===== src/rtl/vcla_mp_seq.sv =====
// rtl/vcla_mp_seq.sv - multi-precision add/subtract sequencer driving a 64-bit carry-lookahead adder
// Operands are walked LSB limb first through one VCLA_64, chaining the limb carry through c_q.

module VCLA_64 (
   input  logic [63:0] in_A,
   input  logic [63:0] in_B,
   input  logic        in_CI,
   output logic [63:0] out_S,
   output logic        out_CO
);
   logic [63:0] g;
   logic [63:0] p;
   logic [64:0] c;
   logic        grp_g;
   logic        grp_p;

   // 4-bit lookahead groups; the group generate/propagate bypasses the in-group chain
   always_comb begin
      g     = in_A & in_B;
      p     = in_A ^ in_B;
      c     = '0;
      c[0]  = in_CI;
      grp_g = 1'b0;
      grp_p = 1'b1;
      for (int grp = 0; grp < 16; grp++) begin
         grp_g = 1'b0;
         grp_p = 1'b1;
         for (int i = 0; i < 4; i++) begin
            grp_g = g[grp*4+i] | (p[grp*4+i] & grp_g);
            grp_p = grp_p & p[grp*4+i];
         end
         for (int i = 0; i < 3; i++) begin
            c[grp*4+i+1] = g[grp*4+i] | (p[grp*4+i] & c[grp*4+i]);
         end
         c[grp*4+4] = grp_g | (grp_p & c[grp*4]);
      end
      out_S  = p ^ c[63:0];
      out_CO = c[64];
   end
endmodule

module vcla_mp_seq #(
   parameter int NWORDS = 4
) (
   input  logic                   in_CLK,
   input  logic                   in_RST,
   input  logic                   in_VALID,
   output logic                   out_READY,
   input  logic [64*NWORDS-1:0]   in_A,
   input  logic [64*NWORDS-1:0]   in_B,
   input  logic                   in_CI,
   input  logic                   in_SUB,
   output logic [64*NWORDS-1:0]   out_S,
   output logic                   out_CO,
   output logic                   out_OV,
   output logic                   out_VALID,
   input  logic                   in_READY
);
   localparam int W  = 64 * NWORDS;
   localparam int KW = $clog2(NWORDS);
   localparam logic [KW-1:0] K_LAST = KW'(NWORDS - 1);

   typedef enum logic [1:0] {S_IDLE, S_RUN, S_DONE} state_t;

   state_t          state_q;
   logic [W-1:0]    a_q;
   logic [W-1:0]    bx_q;
   logic [W-1:0]    s_q;
   logic [KW-1:0]   k_q;
   logic            c_q;
   logic            ov_q;
   logic            valid_q;

   logic [63:0]     a_limb;
   logic [63:0]     bx_limb;
   logic [63:0]     sum_limb;
   logic            co_limb;

   assign a_limb  = a_q[{k_q, 6'd0} +: 64];
   assign bx_limb = bx_q[{k_q, 6'd0} +: 64];

   VCLA_64 u_cla (
      .in_A   (a_limb),
      .in_B   (bx_limb),
      .in_CI  (c_q),
      .out_S  (sum_limb),
      .out_CO (co_limb)
   );

   always_ff @(posedge in_CLK or posedge in_RST) begin
      if (in_RST) begin
         state_q <= S_IDLE;
         a_q     <= '0;
         bx_q    <= '0;
         s_q     <= '0;
         k_q     <= '0;
         c_q     <= 1'b0;
         ov_q    <= 1'b0;
         valid_q <= 1'b0;
      end else begin
         case (state_q)
            S_IDLE: begin
               if (in_VALID) begin
                  a_q     <= in_A;
                  bx_q    <= in_SUB ? ~in_B : in_B;
                  c_q     <= in_SUB | in_CI;
                  k_q     <= '0;
                  state_q <= S_RUN;
               end
            end
            S_RUN: begin
               s_q[{k_q, 6'd0} +: 64] <= sum_limb;
               c_q <= co_limb;
               if (k_q == K_LAST) begin
                  // Top limb: its carry stays in c_q for out_CO and never wraps to limb 0
                  k_q     <= '0;
                  ov_q    <= (a_q[W-1] == bx_q[W-1]) & (sum_limb[63] != a_q[W-1]);
                  valid_q <= 1'b1;
                  state_q <= S_DONE;
               end else begin
                  k_q <= k_q + 1'b1;
               end
            end
            S_DONE: begin
               if (in_READY) begin
                  valid_q <= 1'b0;
                  state_q <= S_IDLE;
               end
            end
            default: state_q <= S_IDLE;
         endcase
      end
   end

   assign out_READY = (state_q == S_IDLE);
   assign out_S     = s_q;
   assign out_CO    = c_q;
   assign out_OV    = ov_q;
   assign out_VALID = valid_q;
endmodule


===== config.mk =====
export PLATFORM = sky130hd
export DESIGN_NAME = vcla_mp_seq
export DESIGN_NICKNAME = d
export VERILOG_FILES = /design/src/rtl/vcla_mp_seq.sv
export SDC_FILE = /design/constraint.sdc
export NUM_CORES = 2
export LEC_CHECK = 0
export CAP_MARGIN = 0
export CORE_AREA = 5 5 298 300
export CTS_BUF_LIST = sky130_fd_sc_hd__clkbuf_8
export CTS_CLUSTER_SIZE = 14
export DETAILED_ROUTE_END_ITERATION = 6
export DIE_AREA = 0 0 303 305
export PLACE_DENSITY = 0.7
export SLEW_MARGIN = 40
export SYNTH_ARGS = -nofsm -noshare
export SYNTH_HDL_FRONTEND = slang
export SYNTH_SLANG_ARGS = --single-unit

===== constraint.sdc =====
create_clock -name in_CLK -period 96.2 [get_ports in_CLK]
set_clock_uncertainty 0.2 [all_clocks]
set_input_delay 28.86 -clock in_CLK [delete_from_list [all_inputs] [get_ports in_CLK]]
set_output_delay 28.86 -clock in_CLK [all_outputs]
set_load 0.02 [all_outputs]

* After elaboration in Yosys (flattened, before gate mapping) *
Index checks and enable logic that the tools add are counted.

cells by class
  add/sub/neg operators = 2
  equality and inequality tests = 8
  shift-type cells = 4
  multiplexer cells = 14
  bitwise operators = 278
  reductions and logical operators = 8

operators by type and width
  cell                                                                       count
  256-bit by 9-bit variable part select with 64-bit output                   2
  256-bit bitwise mux                                                        1
  256-bit two-way mux                                                        1
  256-bit NOT                                                                1
  64-bit by 10-bit variable shift with 256-bit output, first input constant  1
  64-bit by 10-bit variable part select with 256-bit output                  1
  1-bit AND                                                                  161
  64-bit XOR                                                                 2
  1-bit OR                                                                   113
  64-bit AND                                                                 1
  2-bit two-way mux                                                          5
  8-bit negator with 10-bit output                                           1
  2-bit inequality test, second input constant                               3
  2-bit case mux with 3 select lines                                         1
  2-bit AND reduction                                                        3
  3-bit AND reduction                                                        2
  2-bit equality test, second input constant                                 2
  1-bit case mux with 2 select lines                                         2
  2-bit case mux with 2 select lines                                         1
  2-bit nonzero test                                                         2
  1-bit two-way mux                                                          3
  2-bit by 1-bit adder with 2-bit output, second input constant              1
  2-bit by 1-bit equality test with 1-bit output, second input constant      1
  2-bit logical NOT                                                          1
  other kinds (2)                                                            2

word-level totals
  register bits after elaboration = 775
  input port bits = 518
  output and inout bits = 260
  logic and storage cells = 322

* Depth between registers and ports, before layout *
  word-level depth = 46
  depth in mapped cells = 20
  mapped depth without buffers = 17

* Cells and area by module *
Synthesis repeated with hierarchy kept, for this count alone.

unflattened totals
  cell total of the unflattened synthesis = 3237
  area total of the unflattened synthesis = 36306.1 um^2

modules (own cells, without submodules)
  module       times used  cells an instance  area an instance (um^2)  sequential area each (um^2)
  vcla_mp_seq  1           2968               33619.7                  19393.6
  VCLA_64      1           269                2686.3                   0.0

* Least setup slack after synthesis *
No wires, ideal clock.

  path kind = input port to flip-flop
  start point = in in_VALID
  end point = reg a_q[10]
  setup time = 0.125 ns
  arrival time = 30.057 ns
  data required time = 95.875 ns
  path slack = 65.819 ns
  stages on the path = 5
  buffers on the path = 3
  path through = and2_1 -> clkbuf_1 -> clkbuf_1 -> buf_1 -> mux2_2

between the ends
  cells in the longest elaborated chain, start to end = 1

RTL lines
  item                                  RTL line  text
  start, declared                       47        input logic in_VALID,
  2-bit AND reduction (no source line)  --
  end signal, assigned                  104       a_q <= in_A;
  end, declared                         66        logic [W-1:0] a_q;

No other way between the ends.
A chain may end at the register's enable or synchronous reset.

* Worst setup path in the final report *
  start point = in in_VALID
  end point = reg a_q[41]

The elaborated chain is that of the path after synthesis.

==> impl_metrics.env <==
export IMPL_outcome="complete, no violations"
export IMPL_synth_edf_count=0
export IMPL_dpl_hpwl_um=86200
export IMPL_clockBufferDepth=3
export IMPL_nets=4420
export IMPL_antenna_found_initial=49
export IMPL_cts_buffers=135
export IMPL_vdd_drop_max_mv=0.0288
export IMPL_clock_sinks=775
export IMPL_synthTopCellsByArea="dfrtp_1, mux2_2, mux4_2, xnor2_1, a21oi_1"
export IMPL_cp_end_kind="flip-flop"
export IMPL_cts_hold_fix_buffers=0
export IMPL_cts_root_buf="clkbuf_8"
export IMPL_leakage_nw=19.8
export IMPL_crit_path_cell_trace="clkdlybuf4s50_1 -> and2_4 -> buf_12 -> buf_4 -> buf_6 -> mux2_2"
export IMPL_setup_viol=0
export IMPL_timing_slew_headroom_pct=39.1
export IMPL_io_pin_count=778
export IMPL_wirelength_um=117000
export IMPL_finalCritPeriodShare_pct=33.3
export IMPL_die_h_um=305
export IMPL_syn_num_nets=3665
export IMPL_hp_class="reg -> reg"
export IMPL_finalHoldViolations=0
export IMPL_htreeDepth=4
export IMPL_multi_input_area_mm2=0.0154
export IMPL_drive_above_1_share_pct=16.2
export IMPL_tritoncts="built"
export IMPL_synth_most_common_cell="dfrtp_1"
export IMPL_synthCells=3029
export IMPL_start_util_pct=41.8
export IMPL_timing_final_max_slew_violations=0
export IMPL_drc_errors=0
export IMPL_ctsResizeCount=0
export IMPL_yosys_warnings=0
export IMPL_syn_mean_instance_area_um2=11.9
export IMPL_tightest_slew_ps=913
export IMPL_slowest_delay_ps=730
export IMPL_p_clk_share_pct=15.3
export IMPL_io_buffers=777
export IMPL_clock_fmax_ghz=0.0312
export IMPL_startpoint_type="input port"
export IMPL_drt_iter0_drc=1653
export IMPL_clk_pin_slew_ps=50
export IMPL_timing_hold_ws_ps=272
export IMPL_post_route_min_period_ps=32030
export IMPL_grt_overflow=0
export IMPL_synth_seq_cells=775
export IMPL_combPwrFrac_pct=57.0
export IMPL_ys_seq_area_share_pct=54.0
export IMPL_first_global_vias=27000
export IMPL_gp_congestion=0.863
export IMPL_synthToLayoutAreaGrowth_pct=32.8
export IMPL_firstDrtPassIters=7
export IMPL_synth_top_area_share_pct=54.0
export IMPL_crit_arrival_ps=32490
export IMPL_crit_required_ps=96660
export IMPL_rows=108
export IMPL_die_area_mm2=0.0924
export IMPL_p_int_mw=1.05
export IMPL_die_w_um=303
export IMPL_vias=26100
export IMPL_grt_first_pass_wirelength_um=173000
export IMPL_synthArstFlopShare_pct=100
export IMPL_synth_cell_type_count=45
export IMPL_drtAntennaViolNets=0
export IMPL_post_cts_buffers=0
export IMPL_grt_usage_pct=24.9
export IMPL_cp_slowest_cell="buf_4"
export IMPL_crit_family="buffers and inverters"
export IMPL_ys_top_cells_by_count="dfrtp_1, a21oi_1, nor2_1"
export IMPL_drv_cap=0
export IMPL_synth_area_mm2=0.0359
export IMPL_core_area_mm2=0.0859
export IMPL_wire_per_inst_um=23.0
export IMPL_p_sw_mw=0.905
export IMPL_setup_tns_final_ps=0
export IMPL_ys_flop_type="dfrtp_1"
export IMPL_regArea_mm2=0.0194
export IMPL_p_sw_share_pct=46.3
export IMPL_vias_per_cell=5.15
export IMPL_fillers=7386
export IMPL_finalPower_mw=1.96
export IMPL_yosysTopAreaCell="dfrtp_1"
export IMPL_cp_buffers_inverters=4
export IMPL_critical_path_class="in -> reg"
export IMPL_power_density_mw_per_mm2=41.0
export IMPL_clkLatencyLatePin_ps=780
export IMPL_grt_max_degree=136
export IMPL_rsz0062_at_grt="false"
export IMPL_power_frac_seq_pct=27.8
export IMPL_crit_fanout=135
[stage by stage]
step                      worst slack (ps)  instance area (um^2)  cells  util (%)
after CTS                            63860                 47500   5035      55.3
final                                64170                 47700   5073      55.5
after global routing                 63990                 47700   5065      55.5
after detailed placement             63010                 44900   4800      52.2
after global placement               62940                 44700   4794      52.0
after floorplan                      45380                 35900   3029         -
[power groups by stage]
stage / Combinational [mW] / Sequential, mW / Clock (mW)
6_report: 1.11 / 0.543 / 0.299
5_1_grt: 1.20 / 0.559 / 0.323
4_1_cts: 1.11 / 0.543 / 0.307
3_5_place_dp: 1.11 / 0.548 / 0
3_3_place_gp: 1.08 / 0.546 / 0
2_1_floorplan: 0.615 / 0.548 / 0
[kinds of logic after synthesis]
group                      Yosys count  synth area share [%]
AOI/OAI and AO/OA                  585                  8.49
buffers and inverters              302                  3.27
muxes                              385                  16.1
DFF                                775                  54.0
adders and majority gates          118                  5.11
xor gates and xnor gates           272                  6.63
and+or+nand+nor                    592                  6.43
[layout by cell type (no fill, tap or decap), types with 3 or more instances in the layout]
cell and instances:
a21o_1 9, a21oi_1 282, and2_1 3, and4_1 3, buf_12 9, buf_16 3, buf_4 12, buf_6 14
clkbuf_8 162, clkdlybuf4s50_1 776, clkinv_2 6, clkinv_8 4, dfrtp_1 773, diode_2 36, fa_1 48, ha_1 70
inv_1 155, inv_6 6, inv_8 3, mux2_2 256, mux4_2 128, nand2_1 276, nand2_2 4, nand4_1 9
nor2_1 282, nor2b_1 6, o21a_1 3, o21ai_0 211, o21ai_1 61, xnor2_1 256, xor2_1 12, xor2_2 4
[sequential cells by signal, indices dropped and copies added, names as in the netlist]
signal and flops:
out_OV 1, state_q 2, a_q 256, out_S 256, out_CO 1, k_q 2, out_VALID 1, bx_q 256
[worst register-to-register path, delay by kind of cell, from the launching register on]
family                     cells  cell delay [ps]
AOI/OAI and AO/OA              5             1580
xor gates and xnor gates       1              690
adders and majority gates      4             1740
buffers and inverters          3              970
DFF                            1              640
muxes                          1              630
and+or+nand+nor                3              660
[area by class of cell]
class                           count  area share, %
Sequential cell                   775           40.7
Multi-Input combinational cell   1952           32.3
Timing Repair Buffer              815           17.4
Tap cell                         1155           3.03
Clock inverter                     73          0.897
Inverter                          105          0.853
Clock buffer                      162           4.68
Antenna cell                       36          0.189
[worst paths after layout]
| kind | from | endpoint | slack (ps) | depth (start not counted) |
|---|---|---|---|---|
| max reg2reg | k_q[0] | out_S[187] | 88950 | 17 |
| min | out_S[206] | out_S[206] | 270 | 2 |
| max in group asynchronous | in_RST | a_q[236] | 64580 | 7 |
| max | in_VALID | a_q[41] | 64170 | 6 |
| min reg2reg | out_S[206] | out_S[206] | 270 | 2 |
| min in group asynchronous | in_RST | out_S[136] | 28350 | 2 |
[routing by layer]
metal	track usage, %	share of wire [%]	vias to the layer above
met5	0	0.083	-
met4	10.6	3.4	16
met3	6.28	7.1	220
met2	40.1	49	903
met1	32.1	40	13100
li1	-	-	11900
Power figures use the tool's default switching activity.
==> RTL change (same flow settings) <==
Reset style: synchronous (`in_RST`), changed in one clocked block.
--- a/src/rtl/vcla_mp_seq.sv
+++ b/src/rtl/vcla_mp_seq.sv
@@ -88,5 +88,5 @@
    );
 
-   always_ff @(posedge in_CLK or posedge in_RST) begin
+   always_ff @(posedge in_CLK) begin
       if (in_RST) begin
          state_q <= S_IDLE;
Check against the original RTL: not equivalent (a bounded check fails within 4 cycles, from zero or initial values and one cycle with in_RST high; the reset may be asserted at any time).
==> RTL change against the original RTL <==
  * Synthesized area decreased by 4.4%
  * Design area decreased by 4.1%
  * Wire length increased by 3.7%
  * Setup slack got worse by 0.055 ns
  * Sequential cell count unchanged
Power is not compared: it rests on default switching activity, and its combinational part moved more than twofold at a synthesized area within 25%.
==> RTL change: results <==
export IMPL_status="completed"
export IMPL_worstRegToRegCells=20
export IMPL_slew_limit_headroom_pct=41.90
export IMPL_min_to="a_q[49]"
export IMPL_min_from="a_q[49]"
export IMPL_cp_arrival_ns=32.55
export IMPL_pre_cts_slack_ns=63.39
export IMPL_via_per_inst=5.194
export IMPL_met1Wirelength_um=50190
export IMPL_crit_fanout=132
export IMPL_worstReg2RegEnd="out_OV"
export IMPL_placed_area_mm2=0.04290
export IMPL_grt_pass1_wl_um=177000
export IMPL_crit_path_max_incr_delay_ns=0.63
export IMPL_drt_initial_drc_count=2289
export IMPL_wl_um=121100
export IMPL_dp_cells=5506
export IMPL_r2r_start="k_q[0]"
export IMPL_synthArstFlopShare_pct=0
export IMPL_grt_usage_pct=24.99
export IMPL_synth_distinct_cells=44
export IMPL_grt_max_degree=133
export IMPL_avgSynthCellArea_um2=8.925
export IMPL_drive_gt1_share_pct=8.250
export IMPL_fin_nets=5125
export IMPL_wl_per_cell_um=21.02
export IMPL_synth_common_cells="dfxtp_1 (775), nor2_1 (721), nand2_1 (533)"
[RTL change: kinds of logic (layout without fill, tap and decap cells)]
family	after synthesis	count (layout)	synth area share [%]
adder cells (fa/ha/maj)	118	118	5.351
multiplexers	128	128	8.398
flip-flops	775	775	45.20
AO/OA/AOI/OAI	852	852	15.14
other	0	24	0
buffers and inverters	416	1152	4.640
XOR/XNOR	272	272	6.940
AND/OR/NAND/NOR	1285	1285	14.33
[RTL change: how the worst max path moves through the flow]
stage,from,to,slack (ns),depth (start not counted)
3_5_place_dp,in_VALID,bx_q[35],63.39,8
3_3_place_gp,in_VALID,bx_q[166],63.02,7
2_1_floorplan,in_SUB,bx_q[0],65.86,5
4_1_cts,in_VALID,bx_q[35],64.21,8
5_1_grt,in_VALID,bx_q[124],63.89,8
6_report,in_VALID,bx_q[35],64.12,8
[RTL change: layer usage]
metal,GRT usage [%],up-vias
met4,9.912,22
met5,0,-
met1,32.90,14160
met3,6.464,231
met2,39.37,1169
li1,-,14340
[RTL change: power groups by stage]
stage	clock network (mW)	logic [mW]	registers (mW)
4_1_cts	0.311	0.146	0.349
5_1_grt	0.325	0.158	0.351
2_1_floorplan	0	0.0807	0.355
3_5_place_dp	0	0.145	0.356
3_3_place_gp	0	0.142	0.356
6_report	0.304	0.147	0.350
[RTL change: layout make-up]
class	count	area share, %
Multi-Input combinational cell	2655	37.85
Sequential cell	775	33.95
Timing Repair Buffer	818	18.15
Clock buffer	160	4.816
Tap cell	1155	3.161
Clock inverter	69	1.081
Inverter	105	0.8620
Antenna cell	24	0.1314
[RTL change: worst max-delay path: cells and delay by family]
kind | cells | cell delay [ns]
simple gates | 2 | 0.54
buf+inv | 5 | 2.67
compound gates | 1 | 0.23
[RTL change: per-stage QoR]
| stage | util (%) | hold slack, ns |
|---|---|---|
| final | 53.20 | 0.2509 |
| after global routing | 53.18 | 0.2621 |
| after CTS | 53.06 | 0.2519 |
| after detailed placement | 49.92 | 0.2436 |
| after global placement | 49.70 | 0.2388 |
| after floorplan | - | 0.2331 |
